### config.mk
export PLATFORM = sky130hd
export DESIGN_NAME = pwm_duty_ramp_ctrl_flat
export DESIGN_NICKNAME = d
export VERILOG_FILES = /design/src/rtl/pwm_duty_ramp_ctrl_pkg.sv /design/src/rtl/pwm_duty_ramp_ctrl_if.sv /design/src/rtl/pwm_duty_ramp_ctrl_duty_step.sv /design/src/rtl/pwm_duty_ramp_ctrl.sv /design/src/flat_wrapper.sv
export SDC_FILE = /design/constraint.sdc
export NUM_CORES = 1
export LEC_CHECK = 0
export ABC_CLOCK_PERIOD_IN_PS = 7200
export BUFFER_PORTS_ARGS = -buffer_cell sky130_fd_sc_hd__buf_2
export CAP_MARGIN = 25
export CORE_UTILIZATION = 60
export CTS_CLUSTER_SIZE = 14
export DETAILED_ROUTE_END_ITERATION = 16
export PLACE_DENSITY = 0.8
export REMOVE_ABC_BUFFERS = 1
export SLEW_MARGIN = 30
export SYNTH_ARGS = -nofsm -noshare
export SYNTH_HDL_FRONTEND = slang
export SYNTH_HIERARCHICAL = 1
export SYNTH_SLANG_ARGS = --single-unit
### constraint.sdc
create_clock -name clk -period 7.2 [get_ports clk]
set_input_delay 0 -clock clk [delete_from_list [all_inputs] [get_ports clk]]
set_output_delay 0 -clock clk [all_outputs]
set_load 0.01 [all_outputs]
### src/rtl/pwm_duty_ramp_ctrl_pkg.sv
// Shared motor-drive definitions: duty width and the ramp controller state set.
package motor_pkg;

  localparam int DUTY_W = 11;

  typedef enum logic [1:0] {
    IDLE,
    RAMP,
    STOP
  } ramp_st_t;

endpackage

### src/rtl/pwm_duty_ramp_ctrl_if.sv
// Target-duty command channel: valid/ready handshake carrying an 11-bit duty.
interface pwm_duty_ramp_ctrl_if;

  logic                        cmd_vld;
  logic [motor_pkg::DUTY_W-1:0] cmd_duty;
  logic                        cmd_rdy;

  modport master (
    output cmd_vld,
    output cmd_duty,
    input  cmd_rdy
  );

  modport slave (
    input  cmd_vld,
    input  cmd_duty,
    output cmd_rdy
  );

endinterface

### src/rtl/pwm_duty_ramp_ctrl_duty_step.sv
// One slew step: moves duty toward the effective target by at most step_i,
// landing exactly on the target when it is within reach. The difference is
// taken one bit wider and signed so neither direction can wrap.
module duty_step
  import motor_pkg::*;
(
  input  logic [DUTY_W-1:0] duty_i,
  input  logic [DUTY_W-1:0] eff_tgt_i,
  input  logic [DUTY_W-1:0] step_i,
  output logic [DUTY_W-1:0] duty_o
);

  logic signed [DUTY_W:0] diff;
  logic        [DUTY_W:0] mag;

  // Signed distance to target, its magnitude, then either snap or step.
  always_comb begin
    diff = $signed({1'b0, eff_tgt_i}) - $signed({1'b0, duty_i});
    mag  = diff[DUTY_W] ? $unsigned(-diff) : $unsigned(diff);
    if (mag <= {1'b0, step_i}) begin
      duty_o = eff_tgt_i;
    end else if (diff[DUTY_W]) begin
      duty_o = duty_i - step_i;
    end else begin
      duty_o = duty_i + step_i;
    end
  end

endmodule

### src/rtl/pwm_duty_ramp_ctrl.sv
// Duty ramp controller for one PWM11 channel. Accepts target duties over a
// valid/ready channel and slews the applied duty toward the target, changing
// it only on PWM period boundaries and only every DIV periods.
module pwm_duty_ramp_ctrl
  import motor_pkg::*;
#(
  parameter logic [DUTY_W-1:0] STEP = 11'd16,
  parameter int                DIV  = 4
) (
  input  logic                 clk,
  input  logic                 rst,
  input  logic                 en,
  input  logic                 prd_end,
  pwm_duty_ramp_ctrl_if.slave  cmd,
  output logic [DUTY_W-1:0]    duty,
  output logic                 busy,
  output logic                 at_tgt
);

  localparam logic [7:0] DIV_LAST = 8'(DIV - 1);

  ramp_st_t          state_q;
  logic [DUTY_W-1:0] duty_q, duty_d;
  logic [DUTY_W-1:0] tgt_q, tgt_d;
  logic [7:0]        div_cnt_q, div_cnt_d;
  logic              busy_q;
  logic              at_tgt_q;

  logic [DUTY_W-1:0] eff_tgt;
  logic [DUTY_W-1:0] step_duty;
  logic              slew_ev;
  logic              accept;
  logic              busy_run;
  logic              busy_stop;

  assign cmd.cmd_rdy = !rst && (state_q != STOP);
  assign duty        = duty_q;
  assign busy        = busy_q;
  assign at_tgt      = at_tgt_q;

  duty_step u_step (
    .duty_i    (duty_q),
    .eff_tgt_i (eff_tgt),
    .step_i    (STEP),
    .duty_o    (step_duty)
  );

  // Datapath next values: effective target, slew event, divider, target and duty.
  always_comb begin
    eff_tgt   = (state_q == STOP) ? '0 : tgt_q;
    slew_ev   = prd_end && (div_cnt_q == DIV_LAST);
    accept    = cmd.cmd_vld && cmd.cmd_rdy;
    duty_d    = slew_ev ? step_duty : duty_q;
    tgt_d     = accept ? cmd.cmd_duty : tgt_q;
    div_cnt_d = div_cnt_q;
    if (prd_end) begin
      div_cnt_d = (div_cnt_q == DIV_LAST) ? 8'd0 : div_cnt_q + 8'd1;
    end
    busy_run  = (duty_d != tgt_d);
    busy_stop = (duty_d != '0);
  end

  // Control FSM with registered duty, target, divider, busy and at_tgt.
  always_ff @(posedge clk) begin
    if (rst) begin
      state_q   <= IDLE;
      duty_q    <= '0;
      tgt_q     <= '0;
      div_cnt_q <= '0;
      busy_q    <= 1'b0;
      at_tgt_q  <= 1'b0;
    end else begin
      duty_q    <= duty_d;
      tgt_q     <= tgt_d;
      div_cnt_q <= div_cnt_d;
      at_tgt_q  <= 1'b0;
      busy_q    <= busy_run;
      case (state_q)
        IDLE: begin
          if (!en) begin
            state_q <= STOP;
            busy_q  <= busy_stop;
          end else if (accept && (cmd.cmd_duty != duty_q)) begin
            state_q   <= RAMP;
            div_cnt_q <= '0;
          end
        end
        RAMP: begin
          if (!en) begin
            state_q <= STOP;
            busy_q  <= busy_stop;
          end else if (slew_ev && (duty_d == tgt_d)) begin
            state_q  <= IDLE;
            at_tgt_q <= 1'b1;
          end
        end
        STOP: begin
          if (en) begin
            state_q <= (duty_d != tgt_q) ? RAMP : IDLE;
          end else begin
            busy_q <= busy_stop;
          end
        end
        default: begin
          state_q <= IDLE;
        end
      endcase
    end
  end

endmodule

### src/flat_wrapper.sv
// flat-port wrapper written by rule: the top's interface ports become plain ports
module pwm_duty_ramp_ctrl_flat import motor_pkg::*;
#(
  parameter logic [DUTY_W-1:0] STEP = 11'd16,
  parameter int                DIV  = 4
)
  (clk, rst, en, prd_end, duty, busy, at_tgt, cmd_cmd_vld, cmd_cmd_duty, cmd_cmd_rdy);
  pwm_duty_ramp_ctrl_if cmd_i ();
  input  logic clk;
  input  logic rst;
  input  logic en;
  input  logic prd_end;
  output logic [DUTY_W-1:0] duty;
  output logic busy;
  output logic at_tgt;
  input wire logic [$bits(cmd_i.cmd_vld)-1:0] cmd_cmd_vld;
  input wire logic [$bits(cmd_i.cmd_duty)-1:0] cmd_cmd_duty;
  output wire logic [$bits(cmd_i.cmd_rdy)-1:0] cmd_cmd_rdy;
  assign cmd_i.cmd_vld = cmd_cmd_vld;
  assign cmd_i.cmd_duty = cmd_cmd_duty;
  assign cmd_cmd_rdy = cmd_i.cmd_rdy;
  pwm_duty_ramp_ctrl #(.STEP(STEP), .DIV(DIV)) u_core (.clk(clk), .rst(rst), .en(en), .prd_end(prd_end), .cmd(cmd_i), .duty(duty), .busy(busy), .at_tgt(at_tgt));
endmodule
; Yosys cells after proc, flatten, opt, wreduce, memory -nomap -nowiden
; Index checks and enable logic that the tools add are counted.
[totals]
reg_bits = 34
inputBits = 16
out_inout_bits = 14
word_cells = 57
[classes]
addsub = 5
magnitude_cmp = 1
eq_ne = 11
mux = 21
bitwise = 2
reduce_logical = 11
[ops]
columns = cell, count
row1 = 11-bit two-way mux, 5
row2 = 8-bit two-way mux, 5
row3 = 11-bit inequality test, 3
row4 = 12-bit by 5-bit <= comparator with 1-bit output (second input constant), 1
row5 = 12-bit two-way mux, 1
row6 = 12-bit negator, 1
row7 = 11-bit by 11-bit subtractor with 12-bit output, 1
row8 = 11-bit by 5-bit adder with 11-bit output (second input constant), 1
row9 = 11-bit equality test, 1
row10 = 11-bit nonzero test, 1
row11 = 11-bit by 5-bit subtractor with 11-bit output (second input constant), 1
row12 = 2-bit two-way mux, 5
row13 = 8-bit by 1-bit adder with 8-bit output (second input constant), 1
row14 = 8-bit by 2-bit equality test with 1-bit output (second input constant), 1
row15 = 3-bit by 2-bit inequality test with 1-bit output (second input constant), 2
row16 = 2-bit one-hot mux with 3 select lines, 1
row17 = 3-bit OR reduction, 2
row18 = 1-bit logical AND, 5
row19 = 1-bit two-way mux, 4
row20 = 2-bit inequality test (second input constant), 2
row21 = 3-bit AND reduction, 1
row22 = 2-bit by 1-bit equality test with 1-bit output (second input constant), 1
row23 = 2-bit equality test (second input constant), 1
row24 = 2-bit logical NOT, 1
row25 = other kinds (2), 3

; Logic depth before layout (Yosys ltp)
; Gate-level depths: netlist of run 1.
[logic_depth]
ltp_word = 13
ltp_mapped = 28
ltp_nobuf = 26

; Hierarchy
; Netlist of run 1, hierarchy kept.
[modules_own_cells]
columns = mod, instances, cells_each, area_per_inst_um2, seq_area_each_um2
row1 = pwm_duty_ramp_ctrl, 1, 205, 1928.1, 680.7
row2 = duty_step, 1, 241, 1814.2, 0.0

; Worst setup path after synthesis of run 1
; No wires, ideal clock.
[synth_timing]
path_kind = register -> register
start = register u_core.state_q[0]
end = register u_core.state_q[0]
setup_ps = 133
arrival_time_ps = 5130
required_ps = 7067
path_slack_ps = 1937
path_stages_with_launch = 28
path_buffers = 3
path_cell_list = dfxtp_1 > nand2b_1 > clkbuf_1 > and2_1 > ha_1 > buf_4 > nand3_1 > a21oi_1 > a2111oi_4 > xor2_1 > nand2b_1 > nor4b_1 > nor2_1 > xnor2_1 > ha_1 > a21o_1 > a211oi_1 > nand2_1 > o21bai_1 > o41ai_4 > buf_6 > mux2i_1 > xor2_1 > or4_1 > a21oi_1 > nand3_1 > nor3_1 > o41ai_1
[synth_via]
elab_chain_len = 12
word_cells_on_any_way = 26
[synth_lines]
columns = item, line_no
row1 = from (decl), pwm_duty_ramp_ctrl.sv:22  ; ramp_st_t state_q;
row2 = from (signal assigned), pwm_duty_ramp_ctrl.sv:99  ; state_q <= (duty_d != tgt_q) ? RAMP : IDLE;
row3 = 2-bit equality test (*), pwm_duty_ramp_ctrl.sv:50  ; eff_tgt = (state_q == STOP) ? '0 : tgt_q;
row4 = 11-bit two-way mux (*), pwm_duty_ramp_ctrl.sv:50
row5 = via u_core.eff_tgt[4], pwm_duty_ramp_ctrl.sv:29  ; logic [DUTY_W-1:0] eff_tgt;
row6 = 11-bit by 11-bit subtractor with 12-bit output (*), pwm_duty_ramp_ctrl_duty_step.sv:18  ; diff = $signed({1'b0, eff_tgt_i}) - $signed({1'b0, duty_i});
row7 = 12-bit negator, pwm_duty_ramp_ctrl_duty_step.sv:19  ; mag = diff[DUTY_W] ? $unsigned(-diff) : $unsigned(diff);
row8 = 12-bit two-way mux, pwm_duty_ramp_ctrl_duty_step.sv:19
row9 = 12-bit by 5-bit <= comparator with 1-bit output, pwm_duty_ramp_ctrl_duty_step.sv:20  ; if (mag <= {1'b0, step_i}) begin
row10 = 11-bit two-way mux (*), pwm_duty_ramp_ctrl_duty_step.sv:20
row11 = via u_core.step_duty[0], pwm_duty_ramp_ctrl.sv:30  ; logic [DUTY_W-1:0] step_duty;
row12 = 11-bit two-way mux (*), pwm_duty_ramp_ctrl.sv:53  ; duty_d = slew_ev ? step_duty : duty_q;
row13 = 11-bit inequality test or 11-bit equality test (tied branches), "pwm_duty_ramp_ctrl.sv:99, pwm_duty_ramp_ctrl.sv:92"
row14 = 1-bit two-way mux or 1-bit logical AND (tied branches), "pwm_duty_ramp_ctrl.sv:99, pwm_duty_ramp_ctrl.sv:92"
row15 = 2-bit two-way mux or 3-bit by 2-bit inequality test with 1-bit output (tied branches), n/a
row16 = 2-bit one-hot mux with 3 select lines or 3-bit AND reduction (tied branches), n/a
; Mark *: on every way through the listed nets, which the timed path passes. The rest lies on a longest branch. The select of a mux whose other input is x is not followed.
; A chain may end at the register's enable or synchronous reset.

; Worst setup path in the final report of run 1
; Ends and elaborated chain as after synthesis.

==> reports/metrics.cfg, run 1 <==
[worst_setup_path]
cpLargestDelayFamily=compound AO/OA/AOI/OAI gates
path_buf_inv=1
crit_required_ns=7.35
cp_slowest_cell=o41ai_1
critPathCaptureType=flop
max_stage_delay_ns=0.42
cp_data_arrival_time_ns=6.23
critPathMaxFanout=11
startpoint_type=flop
crit_type=reg2reg
path_cells=nand2b_1 > and2_1 > ha_1 > nand3_1 > a21oi_1 > a2111oi_4 > xor2_1 > nand2b_1 > nor4b_1 > nor2_1 > xnor2_1 > ha_1 > a21o_1 > a211oi_1 > nand2_1 > o21bai_1 > o41ai_4 > buf_4 > mux2_4 > mux2i_2 > xnor2_1 > nand4_1 > o41ai_1 > o41ai_1

[clock_tree]
insertion_delay_ns=0.28
cts_tree=built
post_cts.repair.setup_buffers=0
numCtsBuffers=5
clk_path_buf_depth=2
cts.sinks=34
clkSlewWorstSetupHoldPaths_ns=0.07
post_cts_resized=0
hold_buffers=0
cts_root_buffer=clkbuf_8
cts_max_level=2

[routing]
drt-total-wl_um=8600
drc=0
avgRoutedWirePerCell_um=14.9
vias=3258
drtIter0Drc=224
ant_nets=0
viasPerCell=5.66
drtPass1Iterations=5

[pwr]
cellPowerDensity_nw_per_um2=204
ir_worst_vdd_mv=0.145
p_leak_nw=1.89

[place]
dpl-instance-area_um2=4040
dp.cells=568
pre_cts_ws_ns=1.07
port_buffers=29
globalplace.congestion=0.925
hpwl_um=6930

[final_layout]
n_antenna_cell=0
area_delta_synth_final_pct=10.5
fin_cells=576
final_common_cell=nor2_1
fin_area_um2=4140
final_nets=553
most-common-layout-cells=nor2_1 (53), xor2_1 (38), xnor2_1 (36)
fillers=532
drive_gt1_share_pct=13.6

[sta]
max_slew_margin_pct=61.5
final.setup.tns_ns=0
worst_pin_slew_ns=0.576
final_max_slew_viol_count=0
rsz0062_at_grt=false
setup_ws_ns=1.12
fin_crit_sh_pct=84.4
min_period_ns=6.08
setup_violations=0
max_freq_mhz=165
fin_skew_ns=0.00215
final_hold_viol_count=0

[yosys]
synth_seq_cells=34
synth_cells=446
synth.distinct_cells=61
netlist_area_um2=3740
synth-edff-count=0
yosysWarnings=6
synthFlopType=dfxtp_1
synth_top_area_cell=dfxtp_1
ys_seq_area_share_pct=18.2
synth_top_area_share_pct=18.2
synth_area_per_cell_um2=8.39
synth.top_cells.by_area=dfxtp_1 (18%), ha_1 (12%), xor2_1 (8.9%), xnor2_1 (8.4%), nor2_1 (5.3%)
synthArstFlopShare_pct=0

[job]
max-cap-violations=0

[global_routing]
antenna_found_initial=0
grt_util_all_layers_pct=26.9
grt_pass1_wl_um=13700
grt_start_max_net_pins=29
grt_pass1_vias=2972
overflow=0

[floorplan]
core-area_um2=5960
ioPinCount=30
chipWidth_um=81.0
die_y_um=81.0
num_rows=28
initial_core_util_pct=62.8
die-area_um2=6560

[run_status]
status=finished, final reports clean

[hold_path]
hold_path_class=in2reg

==> path summary, 6_finish.rpt <==
| kind | startpoint | to | slack, ns | cells after the start |
|---|---|---|---|---|
| worst max-delay path | u_core/state_q[0]$_SDFFE_PP0P_ | u_core/state_q[0]$_SDFFE_PP0P_ | 1.12 | 24 |
| worst min-delay path | cmd_cmd_duty[9] | u_core/tgt_q[9]$_SDFF_PP0_ | 0.03 | 3 |
| worst max register to register | u_core/state_q[0]$_SDFFE_PP0P_ | u_core/state_q[0]$_SDFFE_PP0P_ | 1.12 | 24 |
| worst min register to register | u_core/div_cnt_q[7]$_SDFF_PP0_ | u_core/div_cnt_q[7]$_SDFF_PP0_ | 0.53 | 2 |
==> state kept, by name, summed over array words and instances (netlist names) <==
signal,count
u_core/at_tgt,1
u_core/busy,1
u_core/duty,11
u_core/div_cnt_q,8
u_core/state_q,2
u_core/tgt_q,11
==> cells in the mapped netlist (3+ instances only) <==
cell type	instances
nor2b_1	9
clkbuf_1	6
nand3_1	13
buf_4	3
o41ai_1	4
mux2i_1	17
o21a_1	4
o21ai_0	8
and2_1	11
nand2b_1	10
ha_1	35
o31ai_1	3
inv_1	32
nor2_1	53
nand2_1	17
mux2i_4	3
nand4_1	14
mux2_4	8
nor3_1	7
mux2i_2	6
dfxtp_1	34
xor2_1	38
a21o_1	4
and3_1	3
a21oi_1	16
xnor2_1	36
a31oi_1	3
o21ai_1	3
nor4_1	5
==> routing by layer <==
metal,vias to the layer above,global-route usage (%),wire length (um)
met5,-,0,0
met4,0,6.61,76
met3,13,3.93,454
met2,107,44.8,4010
met1,1502,36.3,4060
li1,1636,-,-
==> worst min-delay path, stage by stage <==
cell and delay (ns):
buf_2 0.10, mux2i_1 0.10, nor2_1 0.09
==> final cells by class <==
| class | count | area [um^2] | share of cell area (%) |
|---|---|---|---|
| multi-input cells | 394 | 2970 | 71.8 |
| flip-flops and latches | 34 | 681 | 16.5 |
| repair buffers | 33 | 175 | 4.24 |
| inverters | 32 | 120 | 2.90 |
| well taps | 75 | 93.8 | 2.27 |
| clock buffers | 6 | 82.6 | 2.00 |
| clock inverters | 2 | 12.5 | 0.303 |
==> per-stage QoR <==
step / hold slack [ns] / power, mW / utilization (%)
after floorplan: 0.0475 / 0.597 / -
after global placement: 0.306 / 0.674 / 67.6
after detailed placement: 0.316 / 0.689 / 67.8
after CTS: 0.0210 / 0.838 / 69.4
after global routing: 0.0230 / 0.898 / 69.4
final: 0.0284 / 0.844 / 69.4
==> power breakdown <==
part           internal [mW]  switching (mW)
Sequential             0.194         0.00685
Clock                 0.0769          0.0714
Combinational          0.237           0.258
==> logic make-up after synthesis <==
| logic type | share of synthesized area, % |
|---|---|
| adders and majority gates | 12.8 |
| and+or+nand+nor | 21.3 |
| buffers and inverters | 5.15 |
| muxes | 12.1 |
| DFF | 18.2 |
| AOI/OAI and AO/OA | 13.0 |
| xor gates and xnor gates | 17.3 |
| other | 0.201 |
Power figures use the tool's default switching activity.
==> inputs of run 2 (changes only) <==
--- a/config.mk
+++ b/config.mk
@@ -5,13 +5,14 @@
 export SDC_FILE = /design/constraint.sdc
 export NUM_CORES = 1
 export LEC_CHECK = 0
-export ABC_CLOCK_PERIOD_IN_PS = 7200
+export ABC_AREA = 1
+export ABC_CLOCK_PERIOD_IN_PS = 6100
 export BUFFER_PORTS_ARGS = -buffer_cell sky130_fd_sc_hd__buf_2
 export CAP_MARGIN = 25
 export CORE_UTILIZATION = 60
 export CTS_CLUSTER_SIZE = 14
 export DETAILED_ROUTE_END_ITERATION = 16
-export PLACE_DENSITY = 0.8
+export PLACE_DENSITY = 0.79
 export REMOVE_ABC_BUFFERS = 1
 export SLEW_MARGIN = 30
 export SYNTH_ARGS = -nofsm -noshare
==> constraint.sdc (replaced) <==
create_clock -name clk -period 6.1 [get_ports clk]
set_input_delay 0 -clock clk [delete_from_list [all_inputs] [get_ports clk]]
set_output_delay 0 -clock clk [all_outputs]
set_load 0.01 [all_outputs]
==> run 2 against run 1 <==
Cell count increased by 55%. Count of clock-buffer cells in the layout increased by 1. Worst setup slack got worse by 0.54 ns. Worst hold slack got worse by 0.016 ns. Die area increased by 18%. Critical endpoint unchanged. Largest cell class unchanged. Largest power group unchanged.
==> reports/metrics.cfg, run 2 <==
[global_routing]
antenna_found_initial=0  ; unchanged
overflow=0  ; unchanged
grt_util_all_layers_pct=31.9  ; +5.0 points
grt_pass1_vias=4168  ; +40%
grt_pass1_wl_um=19100  ; +39%
grt_start_max_net_pins=27  ; -6.9%

[sta]
setup_ws_ns=0.583  ; -0.542 ns
final_max_slew_viol_count=0  ; unchanged
worst_pin_slew_ns=0.539  ; -0.0367 ns
fin_crit_sh_pct=90.4  ; +6.1 points
max_freq_mhz=181  ; +10%
final_hold_viol_count=0  ; unchanged
final.setup.tns_ns=0  ; unchanged
hold-worst-slack_ns=0.0125  ; -0.0159 ns
rsz0062_at_grt=false
fin_skew_ns=0.00408  ; +0.00193 ns
setup_violations=0  ; unchanged
max_slew_margin_pct=64.1  ; +2.6 points
min_period_ns=5.52  ; -0.558 ns

[yosys]
synth_top_area_share_pct=18.1  ; -0.052 points
synth.top_cells.by_area=nand2_1 (18%), dfxtp_1 (15%), inv_1 (10%), ha_1 (9.9%), nand3_1 (7.6%)
ys_seq_area_share_pct=15.4  ; -2.8 points
synth_top_area_cell=nand2_1
yosysWarnings=6  ; unchanged
synth_xor_area_share_pct=8.50  ; -8.8 points
synth.area.mux_share_pct=0  ; -12 points
synth_seq_cells=34  ; unchanged
synth_simple_gate_area_share_pct=44.0  ; +23 points
synth.most_common_cell=nand2_1
synthFlopType=dfxtp_1
synth-edff-count=0  ; unchanged
synth_area_per_cell_um2=5.94  ; -29%
synthArstFlopShare_pct=0  ; unchanged
synth.distinct_cells=50  ; -18%
synth_top_family_by_area=simple AND/OR/NAND/NOR gates
synth.top_cells.by_count=nand2_1 (214), inv_1 (123), nor2_1 (75)
synth_cells=746  ; +67%
synth_compound_area_share_pct=7.01  ; -6.0 points
netlist_area_um2=4430  ; +18%
synthAdderAreaFrac_pct=10.8  ; -2.0 points

[floorplan]
num_rows=30  ; +7.1%
die_y_um=87.9  ; +8.6%
die-area_um2=7730  ; +18%
core-area_um2=6940  ; +17%
ioPinCount=30  ; unchanged
initial_core_util_pct=63.8  ; +0.95 points
chipWidth_um=87.9  ; +8.6%

[clock_tree]
cts_root_buffer=clkbuf_8
clkSlewWorstSetupHoldPaths_ns=0.07  ; about the same
post_cts_resized=0  ; unchanged
cts_tree=built
cts.sinks=34  ; unchanged
hold_buffers=0  ; unchanged
clk_path_buf_depth=2  ; unchanged
post_cts.repair.setup_buffers=0  ; unchanged
numCtsBuffers=5  ; unchanged
cts_max_level=2  ; unchanged
insertion_delay_ns=0.28  ; about the same

[place]
globalplace.congestion=1.00  ; +8.5%
pre_cts_ws_ns=0.574  ; -0.493 ns
port_buffers=29  ; unchanged
dp.cells=888  ; +56%
hpwl_um=9510  ; +37%

[pwr]
cellPowerDensity_nw_per_um2=235  ; +15%
p_leak_nw=2.69  ; +42%
ir_worst_vdd_mv=0.130  ; -10%

[hold_path]
hold_path_class=in2reg

[worst_setup_path]
critPathCaptureType=flop
cp_slowest_cell=fa_1
crit_required_ns=6.28  ; -1.07 ns
startpoint_type=flop
cp_data_arrival_time_ns=5.70  ; -0.53 ns
max_stage_delay_ns=0.54  ; +0.12 ns
crit_type=reg2reg
critPathMaxFanout=13  ; +2

[run_status]
status=finished, final reports clean

[final_layout]
fin_cells=895  ; +55%
final_common_cell=nand2_1
final_nets=852  ; +54%
area_delta_synth_final_pct=8.05
most-common-layout-cells=nand2_1 (213), inv_1 (123), nor2_1 (75)
utilization_pct=68.9  ; -0.51 points
drive_gt1_share_pct=11.3  ; -2.3 points
n_antenna_cell=0  ; unchanged

[routing]
met1_length_um=5200  ; +28%
drt-total-wl_um=11800  ; +37%
wl_met2_um=5300  ; +32%
avgRoutedWirePerCell_um=13.2  ; -12%
drtIter0Drc=437  ; +95%
ant_nets=0  ; unchanged
vias=4710  ; +45%
viasPerCell=5.26  ; -7.0%
dr.max_layer_used=met4
drc=0  ; unchanged
wl_met3_um=1030  ; +130%
drtPass1Iterations=5  ; unchanged

[job]
max-cap-violations=0  ; unchanged

==> run 2: cell families after synthesis <==
group,after synthesis
AND/OR/NAND/NOR,427
buffers and inverters,151
AO/OA/AOI/OAI,52
adder cells (fa/ha/maj),37
XOR/XNOR,43
flip-flops,34
other,2
==> run 2: report_power, final <==
group / total, mW / switching [mW] / internal (mW) / leakage, nW
Combinational: 0.726 / 0.477 / 0.249 / 2.37
Clock: 0.155 / 0.0765 / 0.0786 / 0.0383
Sequential: 0.243 / 0.0107 / 0.233 / 0.277
Total: 1.12 / 0.564 / 0.560 / 2.69
==> run 2: through the flow <==
stage | total power, mW | cell area, um^2
after CTS | 1.11 | 4780
after detailed placement | 0.953 | 4710
after global placement | 0.935 | 4710
final | 1.12 | 4790
after global routing | 1.23 | 4790
after floorplan | 0.791 | 4430
==> run 2: final timing paths <==
check / slack (ns) / from / cells after the start / endpoint
hold / removal: 0.01 / cmd_cmd_duty[8] / 3 / u_core/tgt_q[8]$_SDFF_PP0_
hold reg to reg: 0.53 / u_core/state_q[0]$_SDFFE_PP0P_ / 2 / u_core/at_tgt$_SDFF_PP0_
setup reg to reg: 0.58 / u_core/state_q[0]$_SDFFE_PP0P_ / 35 / u_core/state_q[0]$_SDFFE_PP0P_
setup / recovery: 0.58 / u_core/state_q[0]$_SDFFE_PP0P_ / 35 / u_core/state_q[0]$_SDFFE_PP0P_
==> run 2: worst max-delay path: cells and delay by family, from the launching register on <==
kind                     cells  cell delay (ns)
flip-flops                   1             0.38
buffers and inverters        4             0.41
adder cells (fa/ha/maj)      4             1.20
XOR/XNOR                     1             0.17
AND/OR/NAND/NOR             26             3.20
==> run 2: layer usage <==
layer / global-route usage [%] / vias up
met3: 5.28 / 23
met4: 9.99 / 0
met5: 0 / -
li1: - / 2394
met1: 42.6 / 2098
met2: 52.6 / 195
==> run 2: final cells by class <==
class | count | area (um^2)
Multi-Input combinational cell | 593 | 3240
Fill cell | 646 | 2160
Sequential cell | 34 | 681
Inverter | 134 | 504
Timing Repair Buffer | 31 | 160
Tap cell | 96 | 120
Clock buffer | 7 | 76.3
==> inputs of run 3 (changes only) <==
--- a/config.mk
+++ b/config.mk
@@ -6,7 +6,7 @@
 export NUM_CORES = 1
 export LEC_CHECK = 0
 export ABC_AREA = 1
-export ABC_CLOCK_PERIOD_IN_PS = 6100
+export ABC_CLOCK_PERIOD_IN_PS = 5100
 export BUFFER_PORTS_ARGS = -buffer_cell sky130_fd_sc_hd__buf_2
 export CAP_MARGIN = 25
 export CORE_UTILIZATION = 60
==> constraint.sdc (replaced) <==
create_clock -name clk -period 5.1 [get_ports clk]
set_input_delay 0 -clock clk [delete_from_list [all_inputs] [get_ports clk]]
set_output_delay 0 -clock clk [all_outputs]
set_load 0.01 [all_outputs]
==> run 3 against run 2 <==
Count of clock-buffer cells in the layout is the same. Sequential share of layout area shrank 1.1 points. Combinational power up 49%. Maximum frequency up 9.5%. Largest cell class unchanged. Sequential power up 19%. Critical path depth stayed put. Die area unchanged.
==> reports/metrics.cfg, run 3 (synthesis results as in run 2) <==
[final_layout]
final_common_cell=nand2_1
fin_area_um2=5210  ; +8.8%
drive_gt1_share_pct=19.1  ; +7.8 points
n_antenna_cell=0  ; unchanged
area_delta_synth_final_pct=17.6
most-common-layout-cells=nand2_1 (202), inv_1 (120), nor2_1 (65)
fin_cells=919  ; +2.7%
final_nets=875  ; +2.7%

[pwr]
ir_worst_vdd_mv=0.216  ; +66%
intPower_mw=0.831  ; +48%
p_seq_share_pct=17.9  ; -3.7 points
p_sw_mw=0.787  ; +39%
switching_share_pct=48.7  ; -1.5 points
p_leak_nw=2.84  ; +5.5%
clock_power_share_pct=15.3  ; +1.5 points
power_frac_comb_pct=66.9  ; +2.3 points
cellPowerDensity_nw_per_um2=311  ; +32%
totalPowerFinal_mw=1.62  ; +44%

[sta]
worst_pin_slew_ns=0.518  ; -0.0205 ns
final_max_slew_viol_count=0  ; unchanged
fin_crit_sh_pct=98.8  ; +8.3 points
max_slew_margin_pct=65.4  ; +1.4 points
rsz0062_at_grt=true
fin_skew_ns=0.00850  ; +0.00442 ns
setup_violations=0  ; unchanged
max_freq_mhz=198  ; +9.5%
final.setup.tns_ns=0  ; unchanged
final_hold_viol_count=0  ; unchanged
min_period_ns=5.04  ; -0.479 ns

[clock_tree]
cts_tree=built
clkSlewWorstSetupHoldPaths_ns=0.08  ; about the same
cts_root_buffer=clkbuf_8
cts_max_level=2  ; unchanged
clk_path_buf_depth=2  ; unchanged
numCtsBuffers=5  ; unchanged
insertion_delay_ns=0.29  ; about the same
cts.sinks=34  ; unchanged

[worst_setup_path]
cp_data_arrival_time_ns=5.23  ; -0.47 ns
critPathMaxFanout=7  ; -6
cp_slowest_cell=fa_2
crit_type=reg2reg
startpoint_type=flop
critPathCaptureType=flop
crit_required_ns=5.29  ; -0.99 ns
max_stage_delay_ns=0.57  ; +0.03 ns
crit_path_frequent_cell=nor2_1
rrSetupSlack_ns=0.06  ; -0.52 ns

[job]
max-cap-violations=0  ; unchanged

[routing]
vias=4929  ; +4.6%
drt-total-wl_um=13000  ; +10%
drtIter0Drc=400  ; -8.5%
avgRoutedWirePerCell_um=14.1  ; +7.3%
ant_nets=0  ; unchanged
drtPass1Iterations=7  ; +2
drc=0  ; unchanged
viasPerCell=5.36  ; +1.9%

[floorplan]
chipWidth_um=87.9  ; unchanged
die_y_um=87.9  ; unchanged
core-area_um2=6940  ; unchanged
die-area_um2=7730  ; unchanged
initial_core_util_pct=63.8  ; unchanged
num_rows=30  ; unchanged
ioPinCount=30  ; unchanged

[global_routing]
grt_pass1_vias=4254  ; +2.1%
overflow=0  ; unchanged
grt_start_max_net_pins=27  ; unchanged
antenna_found_initial=0  ; unchanged
grt_pass1_wl_um=19300  ; +1.3%
grt_util_all_layers_pct=32.7  ; +0.74 points

[place]
hpwl_um=9870  ; +3.8%
dpl-instance-area_um2=4780  ; +1.6%
globalplace.congestion=0.990  ; -1.3%
port_buffers=29  ; unchanged
dp.cells=898  ; +1.1%

[hold_path]
hold_path_class=in2reg

[run_status]
status=finished, final reports clean

run 3: path summary, 6_finish.rpt:
| path | end | cells past startpoint | startpoint |
|---|---|---|---|
| worst min-delay path | u_core/at_tgt$_SDFF_PP0_ | 3 | en |
| worst max-delay path | u_core/state_q[0]$_SDFFE_PP0P_ | 35 | u_core/state_q[0]$_SDFFE_PP0P_ |
| worst max register to register | u_core/state_q[0]$_SDFFE_PP0P_ | 35 | u_core/state_q[0]$_SDFFE_PP0P_ |
| worst min register to register | u_core/at_tgt$_SDFF_PP0_ | 1 | u_core/state_q[1]$_SDFFE_PP0P_ |
run 3: layout make-up:
type	count	area (um^2)
Clock buffer	7	76.3
Clock inverter	1	30.0
Fill cell	607	1740
Inverter	134	510
Multi-Input combinational cell	594	3450
Sequential cell	34	683
Tap cell	96	120
Timing Repair Buffer	53	335
run 3: power groups by stage:
stage	Clock, mW	Combinational (mW)	Sequential [mW]
after floorplan	0	0.651	0.295
after global placement	0	0.839	0.294
after detailed placement	0	0.860	0.294
after CTS	0.253	0.866	0.288
after global routing	0.266	1.18	0.290
final	0.247	1.08	0.289
run 3: metal layers:
layer | vias to the layer above | GRT usage [%] | wire length, um
li1 | 2456 | - | -
met1 | 2237 | 42.7 | 5630
met2 | 206 | 56.1 | 6190
met3 | 30 | 4.05 | 863
met4 | 0 | 9.84 | 302
met5 | - | 0 | 0
run 3: metrics by stage:
stage                     hold WS [ns]  util, %  worst slack (ns)
after global routing           0.00461     75.0            -0.223
after detailed placement         0.301     68.9            0.0568
final                           0.0121     75.0            0.0615
after CTS                     0.000992     70.5            0.0159
after global placement           0.294     68.9             0.207
after floorplan                 0.0475        -             0.484
run 3: critical path, delay by kind of cell, from the launching register on:
kind | cells | cell delay, ns
DFF | 1 | 0.35
and+or+nand+nor | 26 | 2.92
adders and majority gates | 3 | 1.01
xor gates and xnor gates | 1 | 0.14
buffers and inverters | 5 | 0.52
run 3: timing repair:
item | CTS | global route
hold endpoints to repair | 1 | 0
setup endpoints to repair | 0 | 3
hold buffers | 1 | 0
setup buffers | 0 | 11
resized for setup | 0 | 60
